## config.mk

```make
export PLATFORM = sky130hd
export DESIGN_NAME = cache_ctrl
export DESIGN_NICKNAME = d
export VERILOG_FILES = /design/src/rtl/cache_ctrl.sv
export SDC_FILE = /design/constraint.sdc
export NUM_CORES = 1
export LEC_CHECK = 0
export CELL_PAD_IN_SITES_DETAIL_PLACEMENT = 0
export CELL_PAD_IN_SITES_GLOBAL_PLACEMENT = 1
export CORE_MARGIN = 5
export CORE_UTILIZATION = 43
export CTS_BUF_LIST = sky130_fd_sc_hd__clkbuf_2
export CTS_CLUSTER_DIAMETER = 40
export DETAILED_ROUTE_END_ITERATION = 8
export PLACE_DENSITY = 0.88
export REMOVE_ABC_BUFFERS = 1
export SLEW_MARGIN = 15
export SYNTH_ARGS = -nofsm -noshare
export SYNTH_HDL_FRONTEND = slang
export SYNTH_SLANG_ARGS = --single-unit
```

## constraint.sdc

```tcl
create_clock -name clock -period 3.4 [get_ports clock]
set_input_delay 0.34 -clock clock [delete_from_list [all_inputs] [get_ports clock]]
set_output_delay 0.34 -clock clock [all_outputs]
set_load 0.01 [all_outputs]
```

## src/rtl/cache_ctrl.sv

```systemverilog
// Write-back, write-allocate, fully associative cache controller with round-robin replacement.
// Optional hit/miss counters are built when CACHE_STATS_EN is defined.
module cache_ctrl #(
    parameter int LINES   = 4,
    parameter int ADDR_W  = 3,
    parameter int DATA_W  = 3,
    parameter int MEM_LAT = 1
) (
    input  logic              clock,
    input  logic              reset,
    input  logic              req_valid,
    input  logic              req_we,
    input  logic [ADDR_W-1:0] req_addr,
    input  logic [DATA_W-1:0] req_wdata,
    output logic              ready,
    output logic              resp_valid,
    output logic [DATA_W-1:0] resp_rdata,
    output logic              resp_hit,
    output logic [ADDR_W-1:0] mem_endereco,
    output logic              mem_read,
    input  logic [DATA_W-1:0] mem_out,
    output logic [ADDR_W-1:0] mem_enderecoWB,
    output logic [DATA_W-1:0] mem_dadoWB,
    output logic              mem_WB,
    output logic [2:0]        state_dbg
`ifdef CACHE_STATS_EN
    ,
    output logic [7:0]        hit_count,
    output logic [7:0]        miss_count
`endif
);
    localparam int IW = (LINES > 1) ? $clog2(LINES) : 1;

    typedef enum logic [2:0] {IDLE, WB, FILL, FILL_WAIT, RESP} state_t;

    state_t              state;
    logic [LINES-1:0]    valid;
    logic [LINES-1:0]    dirty;
    logic [ADDR_W-1:0]   tag  [LINES];
    logic [DATA_W-1:0]   data [LINES];
    logic [IW-1:0]       rr;
    logic                we_q;
    logic [ADDR_W-1:0]   addr_q;
    logic [DATA_W-1:0]   wdata_q;
    logic [IW-1:0]       victim_q;
    logic                use_rr_q;
    logic [2:0]          wait_cnt;

    logic                hit;
    logic [IW-1:0]       hit_idx;
    logic                has_inv;
    logic [IW-1:0]       inv_idx;
    logic [IW-1:0]       victim;

    logic                ins_en;
    logic [IW-1:0]       ins_idx;
    logic [ADDR_W-1:0]   ins_tag;
    logic [DATA_W-1:0]   ins_data;
    logic                ins_dirty;
    logic                ins_adv;

    assign ready     = (state == IDLE);
    assign state_dbg = state;

    // Descending scan so the lowest-index invalid line wins.
    always_comb begin
        hit     = 1'b0;
        hit_idx = '0;
        has_inv = 1'b0;
        inv_idx = '0;
        for (int i = LINES - 1; i >= 0; i--) begin
            if (valid[i] && tag[i] == req_addr) begin
                hit     = 1'b1;
                hit_idx = IW'(i);
            end
            if (!valid[i]) begin
                has_inv = 1'b1;
                inv_idx = IW'(i);
            end
        end
    end

    assign victim = has_inv ? inv_idx : rr;

    // A line is installed from one of three places: clean write miss, write after WB, or fill return.
    always_comb begin
        ins_en    = 1'b0;
        ins_idx   = victim_q;
        ins_tag   = addr_q;
        ins_data  = wdata_q;
        ins_dirty = 1'b1;
        ins_adv   = use_rr_q;
        case (state)
            IDLE: begin
                if (req_valid && !hit && !dirty[victim] && req_we) begin
                    ins_en   = 1'b1;
                    ins_idx  = victim;
                    ins_tag  = req_addr;
                    ins_data = req_wdata;
                    ins_adv  = !has_inv;
                end
            end
            WB:        ins_en = we_q;
            FILL_WAIT: begin
                if (wait_cnt == 3'd0) begin
                    ins_en    = 1'b1;
                    ins_data  = mem_out;
                    ins_dirty = 1'b0;
                end
            end
            default: ins_en = 1'b0;
        endcase
    end

    always_ff @(posedge clock) begin
        if (reset) begin
            state          <= IDLE;
            valid          <= '0;
            dirty          <= '0;
            rr             <= '0;
            we_q           <= 1'b0;
            addr_q         <= '0;
            wdata_q        <= '0;
            victim_q       <= '0;
            use_rr_q       <= 1'b0;
            wait_cnt       <= '0;
            resp_valid     <= 1'b0;
            resp_hit       <= 1'b0;
            resp_rdata     <= '0;
            mem_read       <= 1'b0;
            mem_endereco   <= '0;
            mem_WB         <= 1'b0;
            mem_enderecoWB <= '0;
            mem_dadoWB     <= '0;
`ifdef CACHE_STATS_EN
            hit_count      <= '0;
            miss_count     <= '0;
`endif
        end else begin
            case (state)
                IDLE: begin
                    if (req_valid) begin
                        we_q    <= req_we;
                        addr_q  <= req_addr;
                        wdata_q <= req_wdata;
                        if (hit) begin
                            if (req_we) begin
                                data[hit_idx]  <= req_wdata;
                                dirty[hit_idx] <= 1'b1;
                            end
                            resp_rdata <= req_we ? req_wdata : data[hit_idx];
                            resp_valid <= 1'b1;
                            resp_hit   <= 1'b1;
                            state      <= RESP;
                        end else begin
                            victim_q <= victim;
                            use_rr_q <= !has_inv;
                            if (dirty[victim]) begin
                                mem_WB         <= 1'b1;
                                mem_enderecoWB <= tag[victim];
                                mem_dadoWB     <= data[victim];
                                state          <= WB;
                            end else if (req_we) begin
                                resp_rdata <= req_wdata;
                                resp_valid <= 1'b1;
                                resp_hit   <= 1'b0;
                                state      <= RESP;
                            end else begin
                                mem_read     <= 1'b1;
                                mem_endereco <= req_addr;
                                state        <= FILL;
                            end
                        end
                    end
                end
                WB: begin
                    mem_WB <= 1'b0;
                    if (we_q) begin
                        resp_rdata <= wdata_q;
                        resp_valid <= 1'b1;
                        resp_hit   <= 1'b0;
                        state      <= RESP;
                    end else begin
                        mem_read     <= 1'b1;
                        mem_endereco <= addr_q;
                        state        <= FILL;
                    end
                end
                FILL: begin
                    mem_read <= 1'b0;
                    wait_cnt <= 3'(MEM_LAT - 1);
                    state    <= FILL_WAIT;
                end
                FILL_WAIT: begin
                    if (wait_cnt == 3'd0) begin
                        resp_rdata <= mem_out;
                        resp_valid <= 1'b1;
                        resp_hit   <= 1'b0;
                        state      <= RESP;
                    end else begin
                        wait_cnt <= wait_cnt - 3'd1;
                    end
                end
                RESP: begin
`ifdef CACHE_STATS_EN
                    if (resp_hit) begin
                        if (hit_count != 8'hFF) hit_count <= hit_count + 8'd1;
                    end else begin
                        if (miss_count != 8'hFF) miss_count <= miss_count + 8'd1;
                    end
`endif
                    resp_valid <= 1'b0;
                    resp_hit   <= 1'b0;
                    state      <= IDLE;
                end
                default: state <= IDLE;
            endcase

            if (ins_en) begin
                valid[ins_idx] <= 1'b1;
                dirty[ins_idx] <= ins_dirty;
                tag[ins_idx]   <= ins_tag;
                data[ins_idx]  <= ins_data;
                if (ins_adv) rr <= rr + 1'b1;
            end
        end
    end
endmodule

```

== Word-level counts from Yosys, hierarchy flattened ==
Memory sizes are Yosys's and may differ from the RTL's. A register that Yosys moved wholly into a read port is not among the register bits.
Cells that the tools add are included.
Word-level totals
  bits in registers: 36
  memory bits (writable): 24
  input bits: 13
  output and inout bits: 20
  word-level logic and storage cells: 181
  memories: 2
Operators by class
  add/subtract/negate cells: 2
  magnitude comparators: 5
  eq/ne operators: 19
  mux-type cells: 103
  bitwise logic cells: 3
  reductions and logical operators: 31
Memory list
  data: depth 4, width 3, rd ports 2, clocked after Yosys merged registers in 1, wr ports 1, RTL line 40  | logic [DATA_W-1:0] data [LINES];
  tag: depth 4, width 3, rd ports 5, clocked after Yosys merged registers in 1, wr ports 1, RTL line 39  | logic [ADDR_W-1:0] tag [LINES];
Operator list (count)
  two-way mux 3 bit: 24
  two-way mux 1 bit: 47
  two-way mux 2 bit: 12
  two-way mux 4 bit: 6
  AND reduction 6 bit: 4
  case mux 3 bit (2 select lines): 3
  inequality test 2 bit (second input constant): 8
  equality test 3 bit: 4
  case mux 3 bit (4 select lines): 1
  logical AND 1 bit: 9
  < comparator 2 x 3 -> 1 bit (second input constant): 3
  case mux 3 bit (3 select lines): 1
  bitwise OR 4 bit: 2
  case mux 1 bit (4 select lines): 2
  AND reduction 2 bit: 4
  AND reduction 4 bit: 2
  equality test 3 x 2 -> 1 bit (second input constant): 2
  zero test 3 bit: 2
  case mux 1 bit (3 select lines): 2
  nonzero test 3 bit: 2
  bitwise mux 4 bit: 1
  demux 1 bit (select 2 bit): 2
  greater-or-equal comparator 2 x 1 -> 1 bit (second input constant): 2
  nonzero test 2 bit: 2
  other kinds (14): 16

== Logic depth before layout (Yosys ltp) ==
  word-level depth: 18
  gate-level depth with buffers: 11
  depth with buffers taken out: 9

== Worst setup path after synthesis ==
No wires, ideal clock.
  path type: register to register
  start: reg state[2] (netlist: state_dbg[2])
  end: mem data[3][0] (enable)
  setup time: 329 ps
  arrival time: 2126 ps
  data required time: 3071 ps
  setup slack: 945 ps
  cell stages (with the launch flop): 9
  path buffers: 2
  period minus slack after synthesis: 2455 ps
  path through: dfxtp_1 buf_2 nor4b_4 and2_2 nand3_2 a211oi_4 buf_6 a31oi_1 a211oi_2
Between the ends
  cells in the longest elaborated chain, start to end: 7
  elaborated cells between the ends (all ways): 14
  classes of those cells: eq/ne (2); mux (10); reduce/logical (2)
Ends and longest elaborated chain
  start, declared: RTL line 36  | state_t state;
  start signal, assigned: RTL line 117  | state <= IDLE;
  start signal, assigned: RTL line 154  | state <= RESP;
  start signal, assigned: RTL line 162  | state <= WB;
  equality test 3 x 2 -> 1 bit (tied with other cells): RTL line 93  | case (state)
  case mux 1 bit (3 select lines): RTL line 93
  two-way mux 1 bit: RTL line 219  | if (ins_en) begin
  two-way mux 1 bit: RTL line 116  | if (reset) begin
  two-way mux 1 bit (not written as such): RTL line 223  | data[ins_idx] <= ins_data;
  OR reduction 3 bit (no line)
  two-way mux 2 bit (no line) or two-way mux 1 bit (tied branches)
  end, declared: RTL line 40
Several ways; a longest one is shown, not always the timed one.

== Worst setup path in the final report ==
  start: reg valid[0]
  end: mem data[1][0] (enable)
Between the ends
  cells in the longest elaborated chain, start to end: 14
  elaborated cells between the ends (all ways): 28
  classes of those cells: mux (21); reduce/logical (7)
Ends and longest elaborated chain
  start, declared: RTL line 37  | logic [LINES-1:0] valid;
  start signal, assigned: RTL line 118  | valid <= '0;
  start signal, assigned by index: RTL line 220  | valid[ins_idx] <= 1'b1;
  two-way mux 2 bit or two-way mux 1 bit (tied branches): RTL line 76  | if (!valid[i]) begin
  two-way mux 2 bit: RTL line 83  | assign victim = has_inv ? inv_idx : rr;
  binary-select mux 1 bit (select 2 bit): RTL line 95  | if (req_valid && !hit && !dirty[victim] && req_we) begin
  two-way mux 1 bit (not written as such): RTL line 95
  zero test 1 bit: RTL line 95
  logical AND 1 bit (2 in series): RTL line 95
  two-way mux 1 bit: RTL line 95
  case mux 1 bit (3 select lines): RTL line 93
  two-way mux 1 bit: RTL line 219
  two-way mux 1 bit: RTL line 116
  two-way mux 1 bit (not written as such): RTL line 223
  OR reduction 3 bit (no line)
  two-way mux 2 bit (no line) or two-way mux 1 bit (tied branches)
Several ways; a longest one is shown, not always the timed one. The select of a mux whose other input is x is not followed.

==> summary.txt <==
Run status
  – Outcome: completed

Global routing
  – Vias in the first global route: 2981
  – GRT Overall Usage: 19.8%
  – Congestion Overflow GR: 0
  – First-pass GRT wire length: 15700 um
  – Initial antenna violation count: 0
  – Largest net degree at the start of global routing: 43
  – GR Util met2: 31.3%
  – Met3 routing resource usage after global routing: 3.88%
  – Busiest grt layer: met2
  – Met1 Track Usage GR: 26.8%

Floorplanning
  – Die Width: 101 um
  – Die boundary height: 101 um
  – Area of the core: 8130 um2
  – DIE AREA: 10200 um2
  – Initial Util: 43.7%
  – # rows: 33
  – IO Pins: 33

Synth
  – Post-synth top area cell: dfxtp_1
  – Sequential area share after synthesis: 43.9%
  – Synth Cell Area: 3550 um2
  – Share of the synthesized area in the top cell type: 23.7%
  – Async set or reset register ratio after synthesis: 0%
  – Post-Syn Area per Cell: 9.31 um2
  – Prevailing post-synth register cell: dfxtp_1
  – Distinct cells, synth: 62
  – FF+latch count, synth: 66
  – Largest cells by area after synthesis: dfxtp_1, edfxtp_1, nand2_1
  – Number of synthesized flops with an enable pin: 24
  – Synth warnings: 0
  – Post-synthesis cell count: 382

Clock tree
  – Clk pin slew, worst setup/hold paths: 180 ps
  – H-Tree Depth: 3
  – Clock tree buffer depth: 2
  – Clock root buffer: clkbuf_2
  – Hold-fix buffers, CTS: 0
  – Post-CTS Setup Bufs: 0
  – CTS tree: done
  – Clk_lat worst skew: 500 ps
  – Post_cts resized: 0
  – TritonCTS buffer count: 9
  – Clock sink total: 66

Power and ir drop
  – Peak supply drop: 357 uV
  – Pwr dens: 486 nW/um2
  – Total leakage power: 1.39 nW

Timing
  – RSZ-0062 raised after global routing: no
  – Slew margin rel.: 63.4%
  – Final setup TNS: 0 ps
  – Final Cycle Share: 87.8%
  – Clock skew: 25.3 ps
  – Max Fclk: 335 MHz
  – Worst-Margin Slew: 547 ps
  – Hold Vio Cnt, Final: 0
  – Slew Viols, Final: 0
  – Setup violators final: 0
  – Hold WS: 172 ps
  – Fin crit period: 2980 ps

Setup path
  – Worst path required time: 3580 ps
  – Worst-path fanout max: 15
  – WP data arrival: 3160 ps
  – Crit-path cells: nand2_1 -> o21bai_4 -> a311o_1 -> a211oi_4 -> nand3_1 -> nor2b_1 -> a211oi_2
  – Worst path top cell family by delay: compound AO/OA/AOI/OAI gates
  – CP Capture Type: flip-flop
  – Crit path buf inv count: 0
  – Slowest cell on crit path: dfxtp_1
  – Setup CP Type: flip-flop to flip-flop
  – Slowest stage delay, CP: 550 ps
  – Startpoint types: flip-flop

Drt
  – Iter 0 DRT Violations: 388
  – Wire length per cell: 18.6 um
  – Final routed DRC violation total: 0
  – Via count: 3127
  – Drt via density: 5.98
  – Total iterations of the first detailed-routing run: 7
  – Antenna-violating nets left: 0
  – Routed Wire Length: 9750 um

Final layout
  – Fillcell total: 745
  – Antenna cells: 0
  – Most common library cell in the layout ignoring fill and taps: nand2_1
  – Share of cells above drive strength 1: 12.2%
  – Final instance area: 4090 um2
  – Most frequent cells in the layout: nand2_1, dfxtp_1, a21oi_1
  – Area growth from synthesis to layout: 15.0%
  – Nets: 428

Placed design
  – Port Buf Inserts: 32
  – Final GP Congestion: 0.942
  – Post-DP HPWL: 7290 um
  – Post-DP Area: 3960 um2

Hold path
  – Hold Crit Class: primary input to flip-flop

Flow run
  – Max_cap viols: 0
[sequential cells by signal (all words and copies together), names as in the netlist]
signal / count
mem_read: 1
mem_endereco: 3
resp_hit: 1
data: 12
use_rr_q: 1
victim_q: 2
we_q: 1
rr: 2
mem_enderecoWB: 3
addr_q: 3
resp_rdata: 3
state_dbg: 3
tag: 12
mem_WB: 1
mem_dadoWB: 3
valid: 4
resp_valid: 1
dirty: 4
wdata_q: 3
wait_cnt: 3
[through the flow]
step	power (mW)	std cells	utilization, %	setup slack (ps)
3_3_place_gp	1.45	507	48.7	415
3_5_place_dp	1.46	507	48.7	274
6_report	1.99	523	50.3	415
2_1_floorplan	1.24	360	-	650
5_1_grt	2.07	523	50.3	321
4_1_cts	1.99	523	50.3	511
[Yosys cell counts, types with 3 or more instances]
master	n
and3_1	5
mux2_1	3
or3_1	3
nand3_1	6
nor2_1	27
mux2_2	4
o21a_1	3
a21oi_1	32
and2_1	6
clkbuf_1	11
o21ai_0	9
a211oi_1	6
inv_1	13
nand2b_1	11
o221ai_1	3
o2111ai_1	4
nand4_1	4
edfxtp_1	24
xnor2_1	13
dfxtp_1	42
o211ai_1	5
a211oi_2	4
mux2i_1	3
nor2b_1	6
a311o_1	7
buf_4	4
nand2_1	54
a221oi_1	7
buf_2	5
nor3_1	8
or2_2	3
o22a_1	6
a31oi_1	3
[routing by layer]
metal	routed length (um)	share of wire [%]
met1	4240	43
met4	237	2.4
met3	740	7.6
met2	4530	46
met5	0	0
[where the power goes]
part | switching (mW) | total, mW | internal, mW
registers | 0.0585 | 0.940 | 0.882
logic | 0.283 | 0.510 | 0.226
clock network | 0.296 | 0.538 | 0.241
[path summary, 6_finish.rpt]
path,cells past startpoint,to,slack [ps],startpoint
setup / recovery,7,data[1][0]$_DFFE_PP_,420,valid[0]$_SDFFE_PP0N_
hold / removal,2,victim_q[1]$_SDFFE_PP0P_,170,reset
setup reg to reg,7,data[1][0]$_DFFE_PP_,420,valid[0]$_SDFFE_PP0N_
hold reg to reg,2,mem_enderecoWB[1]$_SDFFE_PP0P_,460,mem_enderecoWB[1]$_SDFFE_PP0P_
[cells by family (layout without fill, tap and decap cells)]
logic type	Yosys count	after routing	share of synthesized area (%)
simple gates	146	146	20.8
buf+inv	35	71	4.72
fa+ha+maj	2	2	0.704
flops	66	66	43.9
xor+xnor	13	13	3.20
mux	10	10	3.06
compound gates	110	110	23.6
[area by class of cell]
cell class | count | area, um2 | area share [%]
clock buffer | 10 | 50.0 | 1.22
inverter | 13 | 48.8 | 1.19
sequential | 66 | 1560 | 38.2
clock inverter | 6 | 81.3 | 1.99
multi-input combinational | 281 | 1830 | 44.6
tap | 105 | 131 | 3.21
timing repair buffer | 42 | 390 | 9.55
No activity file was read; power rests on OpenSTA's default activity.
